==> src/rtl/masked_pkg.sv <==
// masked_pkg: shared FSM states, share-pair type and operand-count limits
// for the masked AND chain sequencer.
package masked_pkg;
    typedef enum logic [1:0] {IDLE, MUL, COMB, DONE} state_t;
    typedef struct packed {
        logic s0;
        logic s1;
    } share_t;
    localparam int N_IN_MIN = 2;
    localparam int N_IN_MAX = 16;
endpackage

==> src/rtl/dom_and_stage.sv <==
// dom_and_stage: one registered first-order DOM AND; cross terms are
// re-masked with r and registered before compression to block glitch leakage.
module dom_and_stage
    import masked_pkg::*;
(
    input  logic   clk,
    input  logic   rst,
    input  logic   en,
    input  share_t a,
    input  share_t b,
    input  logic   r,
    output logic   t00,
    output logic   t01,
    output logic   t10,
    output logic   t11,
    output share_t c
);
    always_ff @(posedge clk or posedge rst) begin
        if (rst) begin
            {t00, t01, t10, t11} <= '0;
        end else if (en) begin
            t00 <= a.s0 & b.s0;
            t01 <= (a.s0 & b.s1) ^ r;
            t10 <= (a.s1 & b.s0) ^ r;
            t11 <= a.s1 & b.s1;
        end
    end
    assign c = '{s0: t00 ^ t01, s1: t11 ^ t10};
endmodule

==> src/rtl/masked_and_chain_seq.sv <==
// masked_and_chain_seq: ANDs N_IN 2-share masked bits by folding them one at a
// time through a single DOM AND stage, one fresh random bit per step.
module masked_and_chain_seq
    import masked_pkg::*;
#(
    parameter int N_IN = 3
) (
    input  logic            clk,
    input  logic            rst,
    input  logic            in_valid,
    output logic            in_ready,
    input  logic [N_IN-1:0] x0,
    input  logic [N_IN-1:0] x1,
    input  logic            rnd,
    input  logic            rnd_valid,
    output logic            rnd_ready,
    output logic            out0,
    output logic            out1,
    output logic            out_valid,
    input  logic            out_ready,
    output logic            busy
);
    localparam int CNT_W = $clog2(N_IN);

    if (N_IN < N_IN_MIN || N_IN > N_IN_MAX) begin : g_bad_n_in
        $error("masked_and_chain_seq: N_IN out of range");
    end

    state_t          state;
    logic [N_IN-1:0] xr0, xr1;
    share_t          acc, b, c;
    logic [CNT_W-1:0] cnt;
    logic [3:0]      unused_terms;

    assign b         = '{s0: xr0[cnt], s1: xr1[cnt]};
    assign in_ready  = state == IDLE;
    assign busy      = state != IDLE;
    assign rnd_ready = state == MUL && rnd_valid;
    assign out_valid = state == DONE;
    assign out0      = acc.s0;
    assign out1      = acc.s1;

    dom_and_stage u_dom (
        .clk (clk),
        .rst (rst),
        .en  (rnd_ready),
        .a   (acc),
        .b   (b),
        .r   (rnd),
        .t00 (unused_terms[3]),
        .t01 (unused_terms[2]),
        .t10 (unused_terms[1]),
        .t11 (unused_terms[0]),
        .c   (c)
    );

    always_ff @(posedge clk or posedge rst) begin
        if (rst) begin
            state <= IDLE;
            xr0   <= '0;
            xr1   <= '0;
            acc   <= '0;
            cnt   <= '0;
        end else begin
            case (state)
                IDLE: if (in_valid) begin
                    xr0   <= x0;
                    xr1   <= x1;
                    acc   <= '{s0: x0[0], s1: x1[0]};
                    cnt   <= CNT_W'(1);
                    state <= MUL;
                end
                MUL: if (rnd_valid) state <= COMB;
                COMB: begin
                    acc <= c;
                    if (cnt == CNT_W'(N_IN - 1)) begin
                        state <= DONE;
                    end else begin
                        cnt   <= cnt + CNT_W'(1);
                        state <= MUL;
                    end
                end
                DONE: if (out_ready) state <= IDLE;
                default: state <= IDLE;
            endcase
        end
    end
endmodule

==> config.mk <==
export PLATFORM = sky130hd
export DESIGN_NAME = masked_and_chain_seq
export DESIGN_NICKNAME = d
export VERILOG_FILES = /design/src/rtl/masked_pkg.sv /design/src/rtl/dom_and_stage.sv /design/src/rtl/masked_and_chain_seq.sv
export SDC_FILE = /design/constraint.sdc
export NUM_CORES = 1
export LEC_CHECK = 0
export CAP_MARGIN = 15
export CORE_MARGIN = 2
export CORE_UTILIZATION = 55
export CTS_BUF_LIST = sky130_fd_sc_hd__clkbuf_2 sky130_fd_sc_hd__clkbuf_4 sky130_fd_sc_hd__clkbuf_8
export DETAILED_ROUTE_END_ITERATION = 7
export DONT_BUFFER_PORTS = 1
export PLACE_DENSITY = 0.7
export SLEW_MARGIN = 0
export SYNTH_ARGS = -nofsm -noshare
export SYNTH_HDL_FRONTEND = slang
export SYNTH_SLANG_ARGS = --single-unit
==> constraint.sdc <==
create_clock -name clk -period 3.9 [get_ports clk]
set_input_delay 0.39 -clock clk [delete_from_list [all_inputs] [get_ports clk]]
set_output_delay 0.39 -clock clk [all_outputs]
set_load 0.02 [all_outputs]
Word level (Yosys, flattened, before mapping)

Index checks and enable logic that the tools add are counted.

Bits in registers: 16
Input port bits: 12
Output and inout port bits: 6
Logic and storage cells: 49

Add/subtract/negate cells: 1
Order comparisons: 1
Equality and inequality tests: 8
Muxes and demuxes: 13
Bitwise operators: 8
Reduce and logical (&&, ||, !) cells: 8

Operators by type and width:

| kind                                                       | count |
|---|---|
| two-way mux 2 bit                                          | 6 |
| one-hot mux 2 bit (2 select lines)                         | 2 |
| one-hot mux 2 bit (4 select lines)                         | 1 |
| == test 2 bit, second input constant                       | 3 |
| inequality test 2 bit, second input constant               | 3 |
| AND reduction 3 bit                                        | 2 |
| AND 1 bit                                                  | 4 |
| binary-select mux 1 bit (select 2 bit)                     | 2 |
| AND reduction 2 bit                                        | 2 |
| nonzero test 2 bit                                         | 2 |
| bitwise XOR 1 bit                                          | 4 |
| less-than comparator 2 x 3 -> 1 bit, second input constant | 1 |
| adder 2 x 1 -> 2 bit, second input constant                | 1 |
| == test 2 x 1 -> 1 bit, second input constant              | 1 |
| logical NOT 2 bit                                          | 1 |
| two-way mux 1 bit                                          | 2 |
| inequality test 2 x 1 -> 1 bit, second input constant      | 1 |
| logical AND 1 bit                                          | 1 |

Logic depth before layout (Yosys ltp)

Gate-level depths: netlist of the first run.

Depth in word-level cells: 4
Gate-level depth with buffers: 6

Cells and area by module

Synthesis of the first run repeated with hierarchy kept, for this count alone.

Cells, all modules: 79
Area total of the unflattened synthesis: 858.3 µm²

By module, submodules not included:

| module               | instances | cells an instance | area an instance (µm²) | seq. area each (µm²) |
|---|---|---|---|---|
| masked_and_chain_seq | 1         | 58                | 654.4                  | 300.3 |
| dom_and_stage        | 1         | 21                | 203.9                  | 100.1 |

Worst setup path after synthesis of the first run

OpenSTA, ideal clock, no wires.

Path kind: reg2reg
Start: register state[1]
End: register xr0[0]
Setup time: 125 ps
Data arrival time: 1,342 ps
Required time: 3,775 ps
Slack: 2,432 ps
Cell stages (with the launch flop): 6
Clock period less this slack: 1,468 ps
Cell sequence: dfrtp_1 > buf_4 > nor2_2 > and2_1 > buf_6 > mux2_4

Cells in the longest elaborated chain, start to end: 2

Ends and longest elaborated chain:

| what                          | RTL line                   | text |
|---|---|---|
| start, declared               | masked_and_chain_seq.sv:29 | `state_t state;` |
| start signal, assigned        | masked_and_chain_seq.sv:59 | `state <= IDLE;` |
| start signal, assigned        | masked_and_chain_seq.sv:71 | `state <= MUL;` |
| start signal, assigned        | masked_and_chain_seq.sv:73 | `MUL: if (rnd_valid) state <= COMB;` |
| logical NOT 2 bit             | -                          |  |
| via in_ready                  | masked_and_chain_seq.sv:11 | `output logic in_ready,` |
| AND reduction 2 bit (no line) | -                          |  |
| end signal, assigned          | masked_and_chain_seq.sv:60 | `xr0 <= '0;` |
| end signal, assigned          | masked_and_chain_seq.sv:67 | `xr0 <= x0;` |
| end, declared                 | masked_and_chain_seq.sv:30 | `logic [N_IN-1:0] xr0, xr1;` |

The timed path passes the listed nets, and every way through them passes these cells.
A chain may end at the register's enable or synchronous reset.

Worst setup path in the final report of the first run

Start: register state[0]
End: register xr1[1]

Cells in the longest elaborated chain, start to end: 2

Ends and longest elaborated chain:

| what                          | RTL line                   | text |
|---|---|---|
| logical NOT 2 bit             | -                          |  |
| via in_ready                  | masked_and_chain_seq.sv:11 |  |
| AND reduction 2 bit (no line) | -                          |  |
| end signal, assigned          | masked_and_chain_seq.sv:61 | `xr1 <= '0;` |
| end signal, assigned          | masked_and_chain_seq.sv:68 | `xr1 <= x1;` |
| end, declared                 | masked_and_chain_seq.sv:30 |  |

The timed path passes the listed nets, and every way through them passes these cells.

==> results of run 1 <==
metrics by stage:
step	worst slack [ns]	total power [mW]	area, µm²	hold slack [ns]	instances
2_1_floorplan	2.432	0.6197	870.8	0.3037	86
3_3_place_gp	2.222	0.6580	867.1	0.3696	99
3_5_place_dp	2.156	0.6727	867.1	0.3760	99
4_1_cts	2.146	0.7833	903.4	0.06265	103
5_1_grt	2.075	0.8442	903.4	0.08291	103
6_report	2.160	0.7791	903.4	0.04092	103
cells in the final DEF, fill, tap and decap left out, types with 2 or more instances in the layout:
| cell type | Yosys | layout |
|---|---|---|
| mux2_4 | 6 | 6 |
| xor2_1 | 2 | 2 |
| nor2_1 | 4 | 4 |
| o21ai_1 | 2 | 2 |
| clkbuf_4 | 0 | 3 |
| mux2i_1 | 3 | 3 |
| a21oi_1 | 3 | 3 |
| nand2_1 | 10 | 10 |
| and2_1 | 2 | 2 |
| o21ai_0 | 3 | 3 |
| nand3_1 | 5 | 5 |
| dfrtp_1 | 16 | 16 |
| a22oi_1 | 3 | 3 |
| nor2b_1 | 3 | 3 |
| o22ai_1 | 2 | 2 |
| inv_1 | 8 | 8 |
per-layer routing:
layer	vias to the layer above	share of wire [%]
met3	6	5.9
met4	0	3.1
met1	283	48
met2	17	43
met5	-	0
li1	296	-
cell type report:
cell class | count | area (µm²) | area share (%)
tap | 16 | 20.02 | 2.216
sequential | 16 | 400.4 | 44.32
inverter | 9 | 33.78 | 3.740
multi-input combinational | 58 | 412.9 | 45.71
clock buffer | 4 | 36.28 | 4.017
report_power, final:
part,total (mW),switching (mW),internal [mW]
clock,0.110,0.0531,0.0568
combinational,0.315,0.160,0.155
sequential,0.354,0.107,0.246
total,0.779,0.321,0.458
registers in the layout (all words and copies together), names as in the netlist:
name	count
state	2
u_dom.t01	1
xr0	3
out1	1
u_dom.t00	1
u_dom.t11	1
out0	1
u_dom.t10	1
xr1	3
cnt	2
logic make-up (layout without fill, tap and decap cells):
kind of cell             Yosys count  after routing
multiplexers                       9              9
adder cells (fa/ha/maj)            1              1
flip-flops                        16             16
AND/OR/NAND/NOR                   29             29
XOR/XNOR                           2              2
AO/OA/AOI/OAI                     17             17
buffers and inverters             12             13
critical path, delay by kind of cell, from the launching register on:
family | cells | cell delay [ns]
and+or+nand+nor | 2 | 0.75
DFF | 1 | 0.54
muxes | 1 | 0.34
worst paths after layout:
kind / end / cells after the start
max: xr1[1] / 3
min: out1 / 1
max reg2reg: xr1[1] / 3
min reg2reg: u_dom.t11 / 2
max in group asynchronous: xr1[1] / 1
min in group clk: state[0] / 1
==> metrics.md, run 1 <==
| Metric | Value |
|---|---|
| Outcome | finished, final reports clean |
| # fillers | 131 |
| CTS tree | yes |
| Worst Path Arrival | 1.91 ns |
| Synth top area share | 45.98% |
| Iter 0 DRT Violations | 10 |
| Avg Cell Area, Syn | 10.13 µm² |
| H-Tree Depth | 1 |
| Met2 usage | 29.41% |
| First-pass GRT wire length | 2815 µm |
| Root Driver | clkbuf_4 |
| Post-synth EDFFs | 0 |
| Cell count after synthesis | 86 |
| Nets@finish | 101 |
| Met1 GRT Util | 29.11% |
| Area share of fa/ha/maj cells after synthesis | 1.437% |
| Final cycle utilization of the critical path | 44.60% |
| Fmax | around 570 MHz |
| ANT nets after route | 0 |
| Die W | 43.79 µm |
| Synth Flop Type | dfrtp_1 |
| Number of global-route vias before repair | 581 |
| Mapped Area | 870.8 µm² |
| Routed len/inst | 15.75 µm |
| Clock tree buffer depth | 2 |
| Pwr dens | around 860 nW/µm² |
| GRT Overall Usage | 20.68% |
| HPWL after detailed placement | 1208 µm |
| Worst-Skew Late Latency | 0.29 ns |
| Final Hold Fails | 0 |
| Top-count cell post-synth | dfrtp_1 |
| GRT Residual Overflow | 0 |
| TritonCTS buffer count | 3 |
| Core area | between 1000 and 1500 µm² |
| Layout area overhead | 3.736% |
| Main combinational cell family by area after synthesis | simple AND/OR/NAND/NOR gates |
| Post-CTS Resized | 0 |
| Detailed Route WL | 1622 µm |
| Finished Core Util | 60.67% |
| Worst-path clk slew | 0.10 ns |
| Setup-failing EPs final | 0 |
| CP startpoint | state[0] |
| Max FO, Critical Path | 13 |
| Grt peak-use layer | met2 |
| Synth Area in Compound Gates | 12.64% |
| Pin count of the biggest net entering global routing | 17 |
| Port Buffers | 0 |
| Critical-path top delay cell | dfrtp_1 |
| TritonRoute pass-1 iters | 4 |
| VDD IR max | 0.5038 mV |
| Number of synthesis warnings | 0 |
| Mapped Nets | 99 |
| Leading area contributor after synthesis | dfrtp_1 |
| Setup Fix Bufs, Post-CTS | 0 |
| WP data required | 4.07 ns |
| WS Path Type | reg2reg |
| Final Max Slew Viols | 0 |
| Async S/R FF share, synth | 100.0% |
| R2r startpoint | state[0] |
| Vias/cell | 5.845 |
| Drc violations | 0 |
| Die height | 43.79 µm |
| Yosys cell types | 29 |
| Setup Skew | 0.01032 ns |
| Critical Path End Type | flop |
| Multiplexer share of the synthesized area | 13.79% |
| Share of cells above drive strength 1 | 14.94% |
| Register area share after synthesis | 45.98% |
| Clock sink count | 16 |
| Reg2Reg Setup Slack | 2.16 ns |
| Lkg Pwr | 0.4443 nW |
| Maxcap violations | 0 |
| Synth Area in XOR/XNOR | 2.011% |
| Worst Hold Class | in2async |
| Detailed-route via count | 602 |
| Die area | between 1500 and 2000 µm² |
| Most frequent cells after synthesis | 16 x dfrtp_1, 10 x nand2_1, 8 x inv_1 |
| Unrepaired setup endpoints after global routing | no |
| Initial antenna violation count | 0 |
| Routability cong. | 0.7381 |
| Critical path startpoint category | flop |
| FP Rows | 14 |
| Post-Synth Simple-Gate Area | between 10% and 20% |
| Met3 Usage GRT | ~6.3% |
| Synth Register Bits | 16 |
| Cts hold-fix bufs | 0 |
| Ports | 18 |
| Initial Util | between 50% and 60% |
| Antenna cell count | 0 |
| Worst-margin pin slew | approximately 0.6 ns |
| Area contributors post-synth | dfrtp_1 46%, mux2_4 10%, nand2_1 4.3% |
| Setup TNS | 0 ns |
| Slew headroom | between 60 and 70% |
| CP Cell Sequence | nor2_2 > and2_1 > mux2_4 |
| Crit-path max cell delay | 0.54 ns |
| Period minus WS final | 1.740 ns |
(Power assumes the default switching activity.)
==> inputs of run 2 (changes only) <==
clock period = 1.7 ns   (was 3.9 ns; I/O delays follow)
==> metrics.md, run 2 (synthesis gave the netlist of run 1 again) <==
| Metric | Value |
|---|---|
| Worst Path Arrival | 1.26 ns (-0.65 ns) |
| Lkg Pwr | 0.4675 nW (+5.2%) |
| Combinational share of power | 44.6% (+4.1 points) |
| Port Buffers | 0 (unchanged) |
| Drc violations | 0 (unchanged) |
| Share of cells above drive strength 1 | 17.39% (+2.4 points) |
| Die area | 1918 µm² (unchanged) |
| Die W | 43.79 µm (unchanged) |
| Critical Path End Type | output port |
| Worst-Skew Late Latency | 0.29 ns (about the same) |
| Leading cell types in the layout, fill and taps excluded | 16 x dfrtp_1, 10 x nand2_1, 8 x inv_1, 6 x mux2_4, 5 x nand3_1 |
| Clock share of power | 13.9% (-0.2 points) |
| FP Rows | 14 (unchanged) |
| Post-place setup slack | 0.3417 ns (-1.814 ns) |
| Antenna cell count | 0 (unchanged) |
| Flop pwr share | 41.5% (-3.9 points) |
| Setup-failing EPs final | 0 (unchanged) |
| VDD IR max | 1.062 mV (+110%) |
| Outcome | finished, final reports clean |
| Pwr dens | 1936 nW/µm² (+120%) |
| Ports | 18 (unchanged) |
| Total power | 1.831 mW (+140%) |
| ANT nets after route | 0 (unchanged) |
| HPWL after detailed placement | 1218 µm (+0.84%) |
| Detailed Route WL | 1590 µm (-2.0%) |
| R2r startpoint | cnt[0] |
| Internal | 1.097 mW (+140%) |
| Switching power share of the total | 40.08% (-1.1 points) |
| WHS Endpoint | xr0[2] |
| Crit-path max cell delay | 0.39 ns (-0.15 ns) |
| Maxcap violations | 0 (unchanged) |
| Critical path startpoint category | flop |
| Clock tree buffer depth | 2 (unchanged) |
| Most common cell after layout, fill and taps aside | dfrtp_1 |
| Iter 0 DRT Violations | 13 (+3) |
| Unrepaired setup endpoints after global routing | no |
| Critical-path top delay cell | dfrtp_1 |
| Nets@finish | 106 (+5.0%) |
| Detailed-route via count | 610 (+1.3%) |
| HP Start | x0[2] |
| Placed cells | 102 (+3.0%) |
| Final Hold Fails | 0 (unchanged) |
| Initial Util | 58.49% (unchanged) |
| H-Tree Depth | 1 (unchanged) |
| Worst-path clk slew | 0.09 ns (about the same) |
| Die height | 43.79 µm (unchanged) |
| Post-CTS Resized | 0 (unchanged) |
| Pin count of the biggest net entering global routing | 17 (unchanged) |
| Critical R2R Capture | cnt[0] |
| Finished Core Util | 63.53% (+2.9 points) |
| Vias/cell | 5.648 (-3.4%) |
| Reg2Reg Setup Slack | 0.31 ns (-1.85 ns) |
| GRT Overall Usage | 19.17% (-1.5 points) |
| Initial antenna violation count | 0 (unchanged) |
| Sw power | 0.7338 mW (+130%) |
| GRT Residual Overflow | 0 (unchanged) |
| Hold Path Cell Cnt | 1 |
| Setup TNS | 0 ns (unchanged) |
| CP startpoint | state[1] |
| Period minus WS final | 1.427 ns |
| Max FO, Critical Path | 10 (-3) |
| Layout Cells excl Fill | 108 (+4.9%) |
| Clock sink count | 16 (unchanged) |
| Routed len/inst | 14.72 µm (-6.5%) |
| Finished layout cell area | 945.9 µm² (+4.7%) |
| Setup Fix Bufs, Post-CTS | 0 (unchanged) |
| Root Driver | clkbuf_4 |
| # fillers | 127 (-3.1%) |
| Layout area overhead | 8.621% |
| TritonRoute pass-1 iters | 4 (unchanged) |
| Cell Area, Placed | 889.6 µm² (+2.6%) |
| Number of global-route vias before repair | 583 (+0.34%) |
| Worst Hold Class | in2reg |
| WP data required | 1.53 ns (-2.54 ns) |
| CTS tree | yes |
| Setup Skew | 0.003520 ns (-0.006796 ns) |
| First-pass GRT wire length | 2628 µm (-6.6%) |
| CP Cell Sequence | buf_4 > nand3b_4 > inv_1 |
| Fmax | 700.5 MHz |
| FF-to-FF path depth | 5 (+2) |
| Final Max Slew Viols | 0 (unchanged) |
| Slew headroom | 60.53% (+0.17 points) |
| Biggest regs | xr0: 3 flops, xr1: 3 flops |
| Core area | 1489 µm² (unchanged) |
| WS Path Type | reg2out |
| Hold slack | 0.02091 ns (-0.02001 ns) |
| Post-route setup slack | 0.2725 ns (-1.888 ns) |
| TritonCTS buffer count | 3 (unchanged) |
| Worst-margin pin slew | 0.5914 ns (-0.002524 ns) |
| Final cycle utilization of the critical path | 83.97% |
| Routability cong. | 0.7276 (-1.4%) |
==> run 2: changes by cell type in the layout (fill, tap and decap cells not counted) <==
cell	before	now
buf_4	0	3
dlygate4sd3_1	0	2
==> run 2: routing by layer <==
layer	share of wire [%]	track usage [%]
met4	2.7	10.91
met3	6.9	7.917
met5	0	0
met1	45	23.54
met2	45	28.24
==> run 2: area by class of cell <==
type | count | area, µm² | share of cell area [%]
Clock buffer | 4 | 36.28 | 3.836
Inverter | 9 | 33.78 | 3.571
Multi-Input combinational cell | 58 | 412.9 | 43.65
Sequential cell | 16 | 400.4 | 42.33
Tap cell | 16 | 20.02 | 2.116
Timing Repair Buffer | 5 | 42.54 | 4.497
==> run 2: how the worst max path moves through the flow <==
stage / end / slack [ns] / cells past startpoint
5_1_grt: rnd_ready / 0.19 / 3
3_3_place_gp: cnt[0] / 0.41 / 5
3_5_place_dp: cnt[0] / 0.34 / 5
4_1_cts: rnd_ready / 0.26 / 3
2_1_floorplan: xr0[0] / 0.23 / 5
6_report: rnd_ready / 0.27 / 3
==> run 2: power groups by stage <==
stage                     Combinational [mW]  Clock (mW)  Sequential, mW
after floorplan                        0.695           0           0.727
after global placement                 0.800           0           0.758
after detailed placement               0.818           0           0.766
after CTS                              0.823       0.262           0.758
after global routing                   0.905       0.280           0.783
final                                  0.816       0.254           0.760
==> run 2: critical path: cells and delay by family (launching register included) <==
family	cells	cell delay, ns
flip-flops	1	0.39
buffers and inverters	2	0.37
AND/OR/NAND/NOR	1	0.21
==> run 2: repair_timing <==
action,in CTS,in global routing
setup endpoints to repair,0,0
hold endpoints to repair,17,0
hold buffers,2,0
==> inputs of run 3 (changes only) <==
ABC_AREA = 1   (was not set)
PLACE_DENSITY = 0.73   (was 0.7)
clock period = 1.2 ns   (was 1.7 ns; I/O delays follow)
==> metrics.md, run 3 <==
| Metric | Value |
|---|---|
| Outcome | finished with violations |
| Failing checks | setup timing |
| Initial antenna violation count | 0 (unchanged) |
| WHS Endpoint | xr1[0] |
| Met3 Usage GRT | 4.741% (-3.2 points) |
| VDD IR max | 1.529 mV (+44%) |
| Grt peak-use layer | met2 |
| Die area | 1807 µm² (-5.8%) |
| Routability cong. | 0.7732 (+6.3%) |
| WS Path Type | reg2out |
| Layout area overhead | 27.45% |
| Root Driver | clkbuf_4 |
| Worst-path clk slew | 0.09 ns (about the same) |
| FP Rows | 13 (-1) |
| Period minus WS final | 1.260 ns |
| Vias/cell | 5.281 (-6.5%) |
| TritonCTS buffer count | 3 (unchanged) |
| Area contributors post-synth | dfrtp_1 49%, nand2_1 17%, nand3_1 7.4% |
| HPWL after detailed placement | 1181 µm (-3.0%) |
| Setup-failing EPs final | 2 (+2) |
| Mapped Area | 815.8 µm² (-6.3%) |
| Leading area contributor after synthesis | dfrtp_1 |
| Met1 GRT Util | 26.16% (+2.6 points) |
| Lkg Pwr | 0.5403 nW (+16%) |
| Flop pwr share | 38.9% (-2.6 points) |
| # fillers | 106 (-17%) |
| GRT Residual Overflow | 0 (unchanged) |
| Met2 usage | 37.54% (+9.3 points) |
| Mapped Nets | 119 (+20%) |
| Hold slack | 0.01364 ns (-0.007268 ns) |
| Biggest regs | xr0: 3 flops, xr1: 3 flops |
| Ports | 18 (unchanged) |
| Share of cells above drive strength 1 | 25.00% (+7.6 points) |
| H-Tree Depth | 1 (unchanged) |
| Die height | 42.51 µm (-2.9%) |
| Port Buffers | 0 (unchanged) |
| Sw power | 1.229 mW (+67%) |
| Internal | 1.520 mW (+39%) |
| Detailed-route via count | 734 (+20%) |
| WP data required | 1.08 ns (-0.45 ns) |
| Worst-margin pin slew | 0.5941 ns (+0.002639 ns) |
| Initial Util | 60.43% (+1.9 points) |
| Finished layout cell area | 1040 µm² (+9.9%) |
| Combinational share of power | 49.3% (+4.7 points) |
| Number of global-route vias before repair | 715 (+23%) |
| Synth Register Bits | 16 (unchanged) |
| Most common cell after layout, fill and taps aside | nand2_1 |
| Final Hold Fails | 0 (unchanged) |
| ANT nets after route | 0 (unchanged) |
| Critical Path End Type | output port |
| Worst-Skew Late Latency | 0.29 ns (about the same) |
| Cell Area, Placed | 863.3 µm² (-3.0%) |
| Critical path startpoint category | flop |
| Die W | 42.51 µm (-2.9%) |
| Pin count of the biggest net entering global routing | 17 (unchanged) |
| Post-place setup slack | 0.01787 ns (-0.3238 ns) |
| TritonRoute pass-1 iters | 4 (unchanged) |
| Post-synth EDFFs | 0 (unchanged) |
| Worst Hold Class | in2reg |
| Top-count cell post-synth | nand2_1 |
| Post-route setup slack | -0.06009 ns (-0.3326 ns) |
| Detailed Route WL | 1718 µm (+8.1%) |
| Clock sink count | 16 (unchanged) |
| Antenna cell count | 0 (unchanged) |
| Clock share of power | 11.7% (-2.2 points) |
| Final Max Slew Viols | 0 (unchanged) |
| Yosys cell types | 17 (-41%) |
| Fmax | 793.6 MHz |
| Critical R2R Capture | u_dom.t11 |
| Maxcap violations | 0 (unchanged) |
| Number of synthesis warnings | 0 (unchanged) |
| Cell count after synthesis | 106 (+23%) |
| Hold Path Cell Cnt | 2 (+1) |
| Clock tree buffer depth | 2 (unchanged) |
| CTS tree | yes |
| Leading cell types in the layout, fill and taps excluded | 33 x nand2_1, 15 x dfrtp_1, 11 x inv_1, 11 x nand3_1, 7 x o21ai_0 |
| Setup Skew | 0.004978 ns (+0.001458 ns) |
| HP Start | x1[0] |
| Avg Cell Area, Syn | 7.696 µm² (-24%) |
| Pwr dens | 2644 nW/µm² (+37%) |
| Core area | 1350 µm² (-9.3%) |
| Register area share after synthesis | 49.08% (+3.1 points) |
| First-pass GRT wire length | 2918 µm (+11%) |
| Final cycle utilization of the critical path | 105.0% |
| Slew headroom | 60.35% (-0.18 points) |
| Iter 0 DRT Violations | 13 (unchanged) |
| FF-to-FF path depth | 8 (+3) |
| R2r startpoint | state[1] |
| Synth Flop Type | dfrtp_1 |
| Switching power share of the total | 44.69% (+4.6 points) |
| Drc violations | 0 (unchanged) |
| Async S/R FF share, synth | 100.0% (unchanged) |
| Reg2Reg Setup Slack | 0.04 ns (-0.27 ns) |
| GRT Overall Usage | 21.90% (+2.7 points) |
| Worst Path Arrival | 1.14 ns (-0.12 ns) |
| Most frequent cells after synthesis | 38 x nand2_1, 16 x dfrtp_1, 16 x inv_1 |
| Routed len/inst | 12.36 µm (-16%) |
| Nets@finish | 138 (+30%) |
| Unrepaired setup endpoints after global routing | yes |
| Max FO, Critical Path | 3 (-7) |
| Total power | 2.749 mW (+50%) |
| Synth top area share | 49.08% (+3.1 points) |
-- run 3: cell families (layout without fill, tap and decap cells) --
logic type | Yosys count | after routing | share of synthesized area [%]
adders and majority gates | 1 | 1 | 1.533
xor gates and xnor gates | 2 | 2 | 2.148
DFF | 16 | 16 | 49.08
and+or+nand+nor | 57 | 57 | 31.44
AOI/OAI and AO/OA | 12 | 12 | 7.515
buffers and inverters | 18 | 36 | 8.283
-- run 3: worst max-delay path by stage --
stage | from | endpoint | slack [ns]
floorplan | state[0] | state[1] | 0.01
global placement | cnt[0] | cnt[0] | 0.03
detailed placement | cnt[0] | cnt[0] | 0.02
CTS | state[1] | busy | -0.04
global route | state[1] | busy | -0.09
finish | state[1] | busy | -0.06
-- run 3: layout make-up --
| cell class | count | area, µm² | area share, % |
|---|---|---|---|
| clock buffers | 4 | 30.03 | 2.888 |
| inverters | 18 | 70.07 | 6.739 |
| multi-input cells | 72 | 387.9 | 37.30 |
| flip-flops and latches | 16 | 401.6 | 38.63 |
| well taps | 15 | 18.77 | 1.805 |
| repair buffers | 14 | 131.4 | 12.64 |
-- run 3: worst max-delay path: stages (launching register included) --
cell and delay, ns:
dfrtp_1 0.42, buf_6 0.13, nor2_4 0.13, inv_2 0.05, buf_6 0.12
-- run 3: what timing repair did --
item	4_1_cts	5_1_grt
endpoints found under the setup margin	3	13
setup buffers	3	2
hold buffers	6	0
hold endpoints to repair	21	0
gates resized for setup	6	14
pin swaps	2	5
-- run 3: power groups by stage --
stage / Combinational (mW) / Sequential [mW] / Clock (mW)
4_1_cts: 1.22 / 1.06 / 0.318
3_3_place_gp: 1.06 / 1.05 / 0
2_1_floorplan: 0.848 / 1.02 / 0
6_report: 1.36 / 1.07 / 0.323
3_5_place_dp: 1.08 / 1.07 / 0
5_1_grt: 1.53 / 1.11 / 0.350
-- run 3: stage by stage --
| step | TNS [ns] | utilization (%) | instances |
|---|---|---|---|
| global route | -0.2356 | 77.02 | 139 |
| global placement | 0 | 63.95 | 124 |
| CTS | -0.07885 | 73.31 | 137 |
| finish | -0.1076 | 77.02 | 139 |
| detailed placement | 0 | 63.95 | 124 |
| floorplan | 0 | - | 106 |
-- run 3: layer usage --
metal	vias up	routed length, µm
met3	5	108
met4	0	32
li1	370	-
met2	26	834
met5	-	0
met1	333	743
